## config.mk

```make
export PLATFORM = sky130hd
export DESIGN_NAME = sccb_cmd_arbiter_flat
export DESIGN_NICKNAME = d
export VERILOG_FILES = /design/src/rtl/sccb_cmd_arbiter_if.sv /design/src/rtl/sccb_cmd_arbiter.sv /design/src/flat_wrapper.sv
export SDC_FILE = /design/constraint.sdc
export NUM_CORES = 1
export LEC_CHECK = 0
export ABC_AREA = 1
export CAP_MARGIN = 10
export CORE_ASPECT_RATIO = 2
export CORE_UTILIZATION = 40
export DETAILED_ROUTE_END_ITERATION = 10
export MAX_ROUTING_LAYER = met4
export PLACE_DENSITY = 0.68
export SYNTH_ARGS = -nofsm -noshare
export SYNTH_HDL_FRONTEND = slang
export SYNTH_SLANG_ARGS = --single-unit
export TNS_END_PERCENT = 10
```

## constraint.sdc

```tcl
create_clock -name clk -period 3.5 [get_ports clk]
set_clock_uncertainty 0.1 [all_clocks]
set_input_delay 0.35 -clock clk [delete_from_list [all_inputs] [get_ports clk]]
set_output_delay 0.35 -clock clk [all_outputs]
set_load 0.005 [all_outputs]
```

## src/rtl/sccb_cmd_arbiter_if.sv

```systemverilog
// Command bus between the two register-write sources, the arbiter and the SCCB master.
// Handshakes: reqX_valid is held with stable addr/data until the one-cycle reqX_ack; m_send is a level held
// with stable m_reg*/m_value until the one-cycle m_taken pulse (or the arbiter's timeout).
interface sccb_cmd_arbiter_if;
    logic        req0_valid;
    logic        req0_lock;
    logic [15:0] req0_addr;
    logic [7:0]  req0_data;
    logic        req0_ack;
    logic        req1_valid;
    logic [15:0] req1_addr;
    logic [7:0]  req1_data;
    logic        req1_ack;
    logic        ack_err;
    logic        m_send;
    logic [7:0]  m_regah;
    logic [7:0]  m_regal;
    logic [7:0]  m_value;
    logic        m_taken;
    logic        busy;
    logic        grant_id;
    logic [1:0]  state_dbg;

    modport master (
        input  req0_valid, req0_lock, req0_addr, req0_data,
        input  req1_valid, req1_addr, req1_data,
        input  m_taken,
        output req0_ack, req1_ack, ack_err,
        output m_send, m_regah, m_regal, m_value,
        output busy, grant_id, state_dbg
    );

    modport slave (
        output req0_valid, req0_lock, req0_addr, req0_data,
        output req1_valid, req1_addr, req1_data,
        output m_taken,
        input  req0_ack, req1_ack, ack_err,
        input  m_send, m_regah, m_regal, m_value,
        input  busy, grant_id, state_dbg
    );
endinterface

```

## src/rtl/sccb_cmd_arbiter.sv

```systemverilog
// Two-source arbiter in front of the SCCB register-write master: round-robin with a requester-0 burst lock,
// a post-command bus gap and an ISSUE watchdog.
module sccb_cmd_arbiter #(
    parameter int unsigned GAP_CYCLES     = 16,
    parameter int unsigned TIMEOUT_CYCLES = 2_500_000,
    parameter int unsigned CNT_W          = 32
) (
    input  logic               clk,
    input  logic               rst,
    sccb_cmd_arbiter_if.master bus
);
    typedef enum logic [1:0] {
        ST_IDLE  = 2'd0,
        ST_ISSUE = 2'd1,
        ST_DONE  = 2'd2,
        ST_GAP   = 2'd3
    } state_t;

    localparam logic [CNT_W-1:0] TO_LAST  = CNT_W'(TIMEOUT_CYCLES - 1);
    localparam logic [CNT_W-1:0] GAP_LAST = CNT_W'((GAP_CYCLES == 0) ? 0 : GAP_CYCLES - 1);
    localparam logic [CNT_W-1:0] CNT_ONE  = CNT_W'(1);

    state_t           r_state, w_state_nxt;
    logic             r_send, w_send_nxt;
    logic [7:0]       r_regah, w_regah_nxt;
    logic [7:0]       r_regal, w_regal_nxt;
    logic [7:0]       r_value, w_value_nxt;
    logic             r_ack0, w_ack0_nxt;
    logic             r_ack1, w_ack1_nxt;
    logic             r_err, w_err_nxt;
    logic             r_grant, w_grant_nxt;
    logic             r_last, w_last_nxt;
    logic [CNT_W-1:0] r_cnt, w_cnt_nxt;

    logic             w_any_valid;
    logic             w_pick1;
    logic [CNT_W-1:0] w_cnt_inc;

    assign w_any_valid = bus.req0_valid | bus.req1_valid;
    // Tie goes to whoever was not granted last, except a locked requester 0 keeps the bus after its own grant.
    assign w_pick1     = bus.req1_valid & (~bus.req0_valid | (~r_last & ~bus.req0_lock));
    assign w_cnt_inc   = (r_cnt == '1) ? r_cnt : r_cnt + CNT_ONE;

    always_comb begin
        w_state_nxt = r_state;
        w_send_nxt  = r_send;
        w_regah_nxt = r_regah;
        w_regal_nxt = r_regal;
        w_value_nxt = r_value;
        w_ack0_nxt  = 1'b0;
        w_ack1_nxt  = 1'b0;
        w_err_nxt   = 1'b0;
        w_grant_nxt = r_grant;
        w_last_nxt  = r_last;
        w_cnt_nxt   = r_cnt;
        case (r_state)
            ST_IDLE: begin
                if (w_any_valid) begin
                    w_state_nxt = ST_ISSUE;
                    w_send_nxt  = 1'b1;
                    w_cnt_nxt   = '0;
                    w_grant_nxt = w_pick1;
                    w_last_nxt  = w_pick1;
                    {w_regah_nxt, w_regal_nxt} = w_pick1 ? bus.req1_addr : bus.req0_addr;
                    w_value_nxt = w_pick1 ? bus.req1_data : bus.req0_data;
                end
            end
            ST_ISSUE: begin
                // A take in the expiry cycle still counts as success.
                if (bus.m_taken || (r_cnt >= TO_LAST)) begin
                    w_state_nxt = ST_DONE;
                    w_send_nxt  = 1'b0;
                    w_ack0_nxt  = ~r_grant;
                    w_ack1_nxt  = r_grant;
                    w_err_nxt   = ~bus.m_taken;
                end else begin
                    w_cnt_nxt = w_cnt_inc;
                end
            end
            ST_DONE: begin
                w_cnt_nxt   = '0;
                w_state_nxt = (GAP_CYCLES == 0) ? ST_IDLE : ST_GAP;
            end
            ST_GAP: begin
                if (r_cnt >= GAP_LAST) begin
                    w_state_nxt = ST_IDLE;
                    w_cnt_nxt   = '0;
                end else begin
                    w_cnt_nxt = w_cnt_inc;
                end
            end
            default: w_state_nxt = ST_IDLE;
        endcase
    end

    always_ff @(posedge clk or posedge rst) begin
        if (rst) begin
            r_state <= ST_IDLE;
            r_send  <= 1'b0;
            r_regah <= '0;
            r_regal <= '0;
            r_value <= '0;
            r_ack0  <= 1'b0;
            r_ack1  <= 1'b0;
            r_err   <= 1'b0;
            r_grant <= 1'b0;
            r_last  <= 1'b1;
            r_cnt   <= '0;
        end else begin
            r_state <= w_state_nxt;
            r_send  <= w_send_nxt;
            r_regah <= w_regah_nxt;
            r_regal <= w_regal_nxt;
            r_value <= w_value_nxt;
            r_ack0  <= w_ack0_nxt;
            r_ack1  <= w_ack1_nxt;
            r_err   <= w_err_nxt;
            r_grant <= w_grant_nxt;
            r_last  <= w_last_nxt;
            r_cnt   <= w_cnt_nxt;
        end
    end

    assign bus.req0_ack  = r_ack0;
    assign bus.req1_ack  = r_ack1;
    assign bus.ack_err   = r_err;
    assign bus.m_send    = r_send;
    assign bus.m_regah   = r_regah;
    assign bus.m_regal   = r_regal;
    assign bus.m_value   = r_value;
    assign bus.busy      = (r_state != ST_IDLE);
    assign bus.grant_id  = r_grant;
    assign bus.state_dbg = r_state;
endmodule

```

## src/flat_wrapper.sv

```systemverilog
// flat-port wrapper written by rule: the top's interface ports become plain ports
module sccb_cmd_arbiter_flat 
#(
    parameter int unsigned GAP_CYCLES     = 16,
    parameter int unsigned TIMEOUT_CYCLES = 2_500_000,
    parameter int unsigned CNT_W          = 32
)
  (clk, rst, bus_req0_valid, bus_req0_lock, bus_req0_addr, bus_req0_data, bus_req1_valid, bus_req1_addr, bus_req1_data, bus_m_taken, bus_req0_ack, bus_req1_ack, bus_ack_err, bus_m_send, bus_m_regah, bus_m_regal, bus_m_value, bus_busy, bus_grant_id, bus_state_dbg);
  sccb_cmd_arbiter_if bus_i ();
  input  logic clk;
  input  logic rst;
  input wire logic [$bits(bus_i.req0_valid)-1:0] bus_req0_valid;
  input wire logic [$bits(bus_i.req0_lock)-1:0] bus_req0_lock;
  input wire logic [$bits(bus_i.req0_addr)-1:0] bus_req0_addr;
  input wire logic [$bits(bus_i.req0_data)-1:0] bus_req0_data;
  input wire logic [$bits(bus_i.req1_valid)-1:0] bus_req1_valid;
  input wire logic [$bits(bus_i.req1_addr)-1:0] bus_req1_addr;
  input wire logic [$bits(bus_i.req1_data)-1:0] bus_req1_data;
  input wire logic [$bits(bus_i.m_taken)-1:0] bus_m_taken;
  output wire logic [$bits(bus_i.req0_ack)-1:0] bus_req0_ack;
  output wire logic [$bits(bus_i.req1_ack)-1:0] bus_req1_ack;
  output wire logic [$bits(bus_i.ack_err)-1:0] bus_ack_err;
  output wire logic [$bits(bus_i.m_send)-1:0] bus_m_send;
  output wire logic [$bits(bus_i.m_regah)-1:0] bus_m_regah;
  output wire logic [$bits(bus_i.m_regal)-1:0] bus_m_regal;
  output wire logic [$bits(bus_i.m_value)-1:0] bus_m_value;
  output wire logic [$bits(bus_i.busy)-1:0] bus_busy;
  output wire logic [$bits(bus_i.grant_id)-1:0] bus_grant_id;
  output wire logic [$bits(bus_i.state_dbg)-1:0] bus_state_dbg;
  assign bus_i.req0_valid = bus_req0_valid;
  assign bus_i.req0_lock = bus_req0_lock;
  assign bus_i.req0_addr = bus_req0_addr;
  assign bus_i.req0_data = bus_req0_data;
  assign bus_i.req1_valid = bus_req1_valid;
  assign bus_i.req1_addr = bus_req1_addr;
  assign bus_i.req1_data = bus_req1_data;
  assign bus_i.m_taken = bus_m_taken;
  assign bus_req0_ack = bus_i.req0_ack;
  assign bus_req1_ack = bus_i.req1_ack;
  assign bus_ack_err = bus_i.ack_err;
  assign bus_m_send = bus_i.m_send;
  assign bus_m_regah = bus_i.m_regah;
  assign bus_m_regal = bus_i.m_regal;
  assign bus_m_value = bus_i.m_value;
  assign bus_busy = bus_i.busy;
  assign bus_grant_id = bus_i.grant_id;
  assign bus_state_dbg = bus_i.state_dbg;
  sccb_cmd_arbiter #(.GAP_CYCLES(GAP_CYCLES), .TIMEOUT_CYCLES(TIMEOUT_CYCLES), .CNT_W(CNT_W)) u_core (.clk(clk), .rst(rst), .bus(bus_i));
endmodule
```

==> results.py, run 1 <==
metrics = {
    "status": {
        "run_status": "completed",
    },
    "drt": {
        "remaining_drc_errors": 0,
        "num_vias": 3915,
        "avgRoutedWirePerCell_um": 14.82,
        "drt_iter0_markers": 268,
        "routed_wl_um": 11500,
        "ant_nets": 0,
        "dr.pass1.iters": 5,
        "viasPerCell": 5.045,
    },
    "sta": {
        "hold_viol": 0,
        "setup_viol": 0,
        "relSlewSlack_pct": 37.67,
        "worstMarginPinSlew_ns": 0.9337,
        "rsz0062_at_grt": "no",
        "period_share_pct": 67.64,
        "period_minus_slack_ns": 2.367,
        "maxSlewViolCount": 0,
        "tns_ns": 0,
        "finalWorstSetupSlack_ns": 1.133,
        "hold_ws_ns": 0.3675,
        "max_clock_freq_ghz": 0.4224,
    },
    "place": {
        "routabilityCongestion": 0.9742,
        "dp_slack_ns": 1.187,
        "dpl-instance-area_sq_um": 4858,
        "hpwlAfterDp_um": 8980,
        "portBuffers": 85,
        "post-place-cells": 760,
    },
    "layout": {
        "finalNetCount": 700,
        "fin_cells": 776,
        "nFillCells": 876,
        "final_cell_mix": "199 x nand2_1, 85 x clkdlybuf4s50_1, 84 x nor2_1, 63 x dfrtp_1, 43 x inv_1",
        "n_antenna_cell": 0,
        "final_area_sq_um": 5213,
        "final_layout_size_suffix_gt1_share_pct": 6.966,
        "final_common_cell": "nand2_1",
        "syn_to_final_growth_pct": 32.84,
        "final_util_pct": 55.18,
    },
    "cts": {
        "hold_buffers": 0,
        "cts_buffer_depth": 2,
        "cts_inserted_buffers": 9,
        "htree_levels": 3,
        "clkTransAtPathRegs_ns": 0.06,
        "clock_sinks": 64,
        "clkLatencyLatePin_ns": 0.33,
        "cts_tree": "done",
        "post-cts-setup-buffer-count": 0,
        "ctsResizeCount": 0,
        "cts-root-buf": "clkbuf_16",
    },
    "global_route": {
        "grt_overflow": 0,
        "grt_max_degree": 46,
        "grt_usage_pct": 24.94,
        "grt_pass1_vias": 3970,
        "grt_pass1_wl_um": 18680,
        "grt_antenna_before_repair": 0,
    },
    "setup_path": {
        "reg2reg_from": "u_core.bus.state_dbg[0]",
        "end_kind": "register",
        "crit_path_max_fanout": 22,
        "crit_type": "register to register",
        "r2r_cells": 8,
        "startpoint_type": "register",
        "r2r_setup_slack_ns": 1.13,
        "crit_required_ns": 3.67,
        "reg2reg_to": "u_core.r_cnt[3]",
        "worstPathArrival_ns": 2.53,
    },
    "pwr": {
        "clock_power_share_pct": 32.4,
        "p_seq_share_pct": 32.5,
        "power_switching_mw": 1.042,
        "combinationalPowerShare_pct": 35.1,
        "leakage_nw": 2.359,
        "p_int_mw": 2.217,
        "totalPowerFinal_mw": 3.259,
        "p_per_area_nw_per_um2": 625.2,
        "irDropWorstVdd_mv": 0.3976,
        "p_sw_share_pct": 31.97,
    },
    "synthesis": {
        "ys_warn_count": 0,
        "synth.distinct_cells": 30,
        "synth-edff-count": 0,
        "syn-cell-area_sq_um": 3924,
        "synth_area_per_cell_sq_um": 6.982,
        "synthFlopType": "dfrtp_1",
        "async_flop_share_pct": 100.0,
        "syn-instance-count": 562,
        "syn-num-nets": 621,
        "seq_area_frac_synth_pct": 40.85,
        "synth-seq-cells": 64,
    },
    "floorplan": {
        "core_region_area_sq_um": 9447,
        "die-area_sq_um": 10230,
        "initial_core_util_pct": 41.54,
        "dieWidth_um": 72.04,
        "ioPinCount": 86,
        "rows": 50,
        "die_height_um": 142.1,
    },
    "min_path": {
        "hold_path_depth": 1,
        "min_path_type": "register to register",
        "min-delay-start": "u_core.bus.grant_id",
        "whs_endpoint": "u_core.bus.req0_ack",
    },
    "flow_run": {
        "cap_viol_max_count": 0,
    },
}
-- power by group through the flow --
stage          Combinational [mW]  Clock (mW)  Sequential (mW)
6_report                     1.15        1.06             1.06
4_1_cts                      1.15        1.07             1.06
5_1_grt                      1.27        1.10             1.08
3_5_place_dp                 1.15           0             1.06
2_1_floorplan               0.592           0             1.07
3_3_place_gp                 1.13           0             1.06
-- layer usage --
metal	up-vias	track usage, %	part of all wire (%)
met4	0	17.13	6.4
met1	1752	23.79	37
met3	46	3.824	4.4
li1	1945	-	-
met5	-	-	0
met2	172	44.74	53
-- flip-flops by register name, summed over array words and instances (netlist names) --
name / flops
u_core.bus.m_regal: 8
u_core.r_cnt: 32
u_core.bus.m_regah: 8
u_core.bus.m_value: 8
u_core.bus.state_dbg: 2
u_core.bus.ack_err: 1
u_core.bus.grant_id: 1
u_core.bus.req0_ack: 1
u_core.bus.req1_ack: 1
u_core.bus.m_send: 1
u_core.r_last: 1
-- cell families after synthesis --
logic type                 synth area share (%)
buffers and inverters                     7.557
adders and majority gates                 1.594
AOI/OAI and AO/OA                         8.004
xor gates and xnor gates                  2.455
DFF                                       40.85
and+or+nand+nor                           39.54
-- worst max-delay path by stage --
stage	start	end	slack [ns]	depth (start not counted)
floorplan	rst	u_core.bus.ack_err	1.45	1
global placement	bus_req0_valid	u_core.r_cnt[16]	1.22	6
detailed placement	bus_req0_valid	u_core.r_cnt[3]	1.19	6
CTS	u_core.bus.state_dbg[0]	u_core.r_cnt[3]	1.14	8
global route	u_core.bus.state_dbg[1]	u_core.bus.state_dbg[1]	0.93	8
finish	u_core.bus.state_dbg[0]	u_core.r_cnt[3]	1.13	8
-- critical path, cell delays in order, from the launching register on --
cell and delay (ns):
dfrtp_1 0.43, inv_1 0.11, ha_1 0.21, inv_1 0.12
nor3_1 0.45, inv_1 0.36, nand2_4 0.32, nand2_1 0.10
nand2_1 0.09
-- cell type report --
type / count / area (sq um) / area share, %
multi-input cells: 429 / 2032 / 38.98
flip-flops and latches: 64 / 1603 / 30.75
repair buffers: 89 / 880.8 / 16.90
clock buffers: 10 / 239.0 / 4.585
inverters: 48 / 180.2 / 3.457
well taps: 130 / 162.7 / 3.120
clock inverters: 6 / 115.1 / 2.208
-- cell usage after synthesis (4+ instances only) --
cell type / instances / area (sq um)
nand3_1: 39 / 195.2
nand2_4: 4 / 45.04
a21oi_1: 18 / 90.09
nor2_1: 85 / 319.1
ha_1: 5 / 62.56
xor2_1: 11 / 96.34
dfrtp_1: 63 / 1577
a31oi_1: 24 / 150.1
nand4_1: 11 / 68.82
clkbuf_1: 10 / 37.54
nand2_1: 199 / 747.0
inv_1: 44 / 165.2
o21ai_0: 8 / 40.04
buf_2: 6 / 30.03
nor3_1: 6 / 30.03
nor2_4: 5 / 56.30
(Power assumes the default switching activity.)
==> run 2, diff against run 1 <==
- clock period: 3.5 -> 2.22 ns (I/O delays scaled with it)
==> run 2 against run 1 <==
  * Core utilization is 1.4 points higher
  * Register-to-register slack worse by 0.96 ns
  * First-iteration DRC count is 5.6% higher
  * Count of clock-buffer cells in the layout is 1 lower
  * Total power is 58% higher
  * Flip-flop and latch count stayed put
  * Final cell count is 2.1% higher
  * Highest routed layer unchanged
  * Global-route usage is 2.2 points higher
  * Non-clock buffer count is 16 higher
  * Sequential share of layout area is 0.77 points lower
==> results.py, run 2 (synthesis results as in run 1) <==
metrics = {
    "cts": {
        "cts_tree": "done",
        "cts_inserted_buffers": 9,
        "post-cts-setup-buffer-count": 0,
        "htree_levels": 3,
        "clkTransAtPathRegs_ns": 0.06,
        "clkLatencyLatePin_ns": 0.33,
        "cts_buffer_depth": 2,
        "cts-root-buf": "clkbuf_16",
        "clock_sinks": 64,
    },
    "floorplan": {
        "ioPinCount": 86,
        "core_region_area_sq_um": 9447,
        "die-area_sq_um": 10230,
        "dieWidth_um": 72.04,
        "die_height_um": 142.1,
        "rows": 50,
        "initial_core_util_pct": 41.54,
    },
    "global_route": {
        "grt_overflow": 0,
        "grt_pass1_vias": 3908,
        "grt_usage_pct": 27.15,
        "grt_antenna_before_repair": 0,
        "grt_max_degree": 51,
        "grt_pass1_wl_um": 19890,
    },
    "setup_path": {
        "worstPathArrival_ns": 1.78,
        "end_kind": "output pin",
        "crit_required_ns": 1.90,
        "crit_path_max_fanout": 5,
        "startpoint_type": "register",
        "crit_type": "register to output pin",
    },
    "drt": {
        "dr.pass1.iters": 6,
        "num_vias": 4062,
        "viasPerCell": 5.129,
        "avgRoutedWirePerCell_um": 15.74,
        "routed_wl_um": 12470,
        "remaining_drc_errors": 0,
        "ant_nets": 0,
        "drt_iter0_markers": 283,
    },
    "layout": {
        "syn_to_final_growth_pct": 36.26,
        "final_common_cell": "nand2_1",
        "n_antenna_cell": 0,
        "final_cell_mix": "199 x nand2_1, 85 x clkdlybuf4s50_1, 84 x nor2_1, 63 x dfrtp_1, 43 x inv_1",
        "final_layout_size_suffix_gt1_share_pct": 9.366,
        "finalNetCount": 716,
        "regMostFlops": "u_core.r_cnt",
        "largest_reg_flops": 32,
        "nFillCells": 887,
    },
    "pwr": {
        "totalPowerFinal_mw": 5.152,
        "irDropWorstVdd_mv": 0.6190,
        "leakage_nw": 2.447,
        "p_per_area_nw_per_um2": 963.6,
    },
    "sta": {
        "worstMarginPinSlew_ns": 0.5290,
        "relSlewSlack_pct": 64.51,
        "tns_ns": 0,
        "maxSlewViolCount": 0,
        "setup_viol": 0,
        "rsz0062_at_grt": "no",
        "period_minus_slack_ns": 2.098,
        "max_clock_freq_ghz": 0.4767,
        "hold_viol": 0,
        "period_share_pct": 94.48,
    },
    "status": {
        "run_status": "completed",
    },
    "flow_run": {
        "cap_viol_max_count": 0,
    },
    "min_path": {
        "min_path_type": "input pin to asynchronous set/reset pin",
    },
    "place": {
        "routabilityCongestion": 1.008,
        "hpwlAfterDp_um": 9827,
        "portBuffers": 85,
    },
}
[run 2: changes by cell type in the layout (fill, tap and decap cells not counted), sizes merged]
cell / change
clkbuf: -1
buf: +16
clkinvlp: -1
clkinv: +2
inv: +1
bufinv: -1
[run 2: path summary, 6_finish.rpt]
kind / start / to / slack (ns) / cells after the start
max in group asynchronous: rst / u_core.r_cnt[17] / 1.37 / 3
min in group clk: bus_req1_addr[11] / u_core.bus.m_regah[3] / 0.34 / 3
hold reg to reg: u_core.r_last / u_core.r_last / 0.38 / 2
hold / removal: rst / u_core.bus.m_regah[3] / 0.08 / 2
setup / recovery: u_core.bus.state_dbg[0] / bus_busy / 0.12 / 4
setup reg to reg: u_core.r_cnt[19] / u_core.r_cnt[1] / 0.17 / 10
[run 2: metal layers]
layer | global-route usage [%] | share of wire, %
met4 | 16.10 | 5.7
met3 | 4.249 | 4.5
met5 | - | 0
met2 | 48.51 | 55
met1 | 27.16 | 35
[run 2: repair_timing]
item                       4_1_cts  5_1_grt
resized for setup                0        1
setup endpoints to repair        0        8
hold buffers                     0        0
[run 2: worst max-delay path, stage by stage (launching register included)]
cell             delay (ns)
dfrtp_1                0.42
inv_1                  0.08
ha_1                   0.24
inv_1                  0.16
clkdlybuf4s50_1        0.55
[run 2: report_power, final]
part           leakage, nW  internal (mW)  switching [mW]
logic                 1.47          0.988           0.961
registers            0.813           1.47           0.179
clock network        0.162          0.996           0.558
total                 2.45           3.45            1.70
[run 2: area by class of cell]
type,instances,area [sq um],area share [%]
multi-input combinational,429,2034,38.05
sequential,64,1603,29.98
timing repair buffer,105,1039,19.42
clock buffer,9,225.2,4.212
inverter,48,180.2,3.370
tap,130,162.7,3.042
clock inverter,7,102.6,1.919
[run 2: stage by stage]
stage / utilization (%) / instances / cell area (sq um) / setup slack [ns] / hold slack (ns)
2_1_floorplan: - / 562 / 3924 / 0.3016 / 0.2683
3_3_place_gp: 53.10 / 776 / 5016 / 0.2271 / 0.3677
3_5_place_dp: 53.10 / 776 / 5016 / 0.1875 / 0.3799
4_1_cts: 56.57 / 792 / 5344 / 0.1113 / 0.08276
5_1_grt: 56.60 / 792 / 5346 / 0.02190 / 0.1154
6_report: 56.60 / 792 / 5346 / 0.1225 / 0.07541
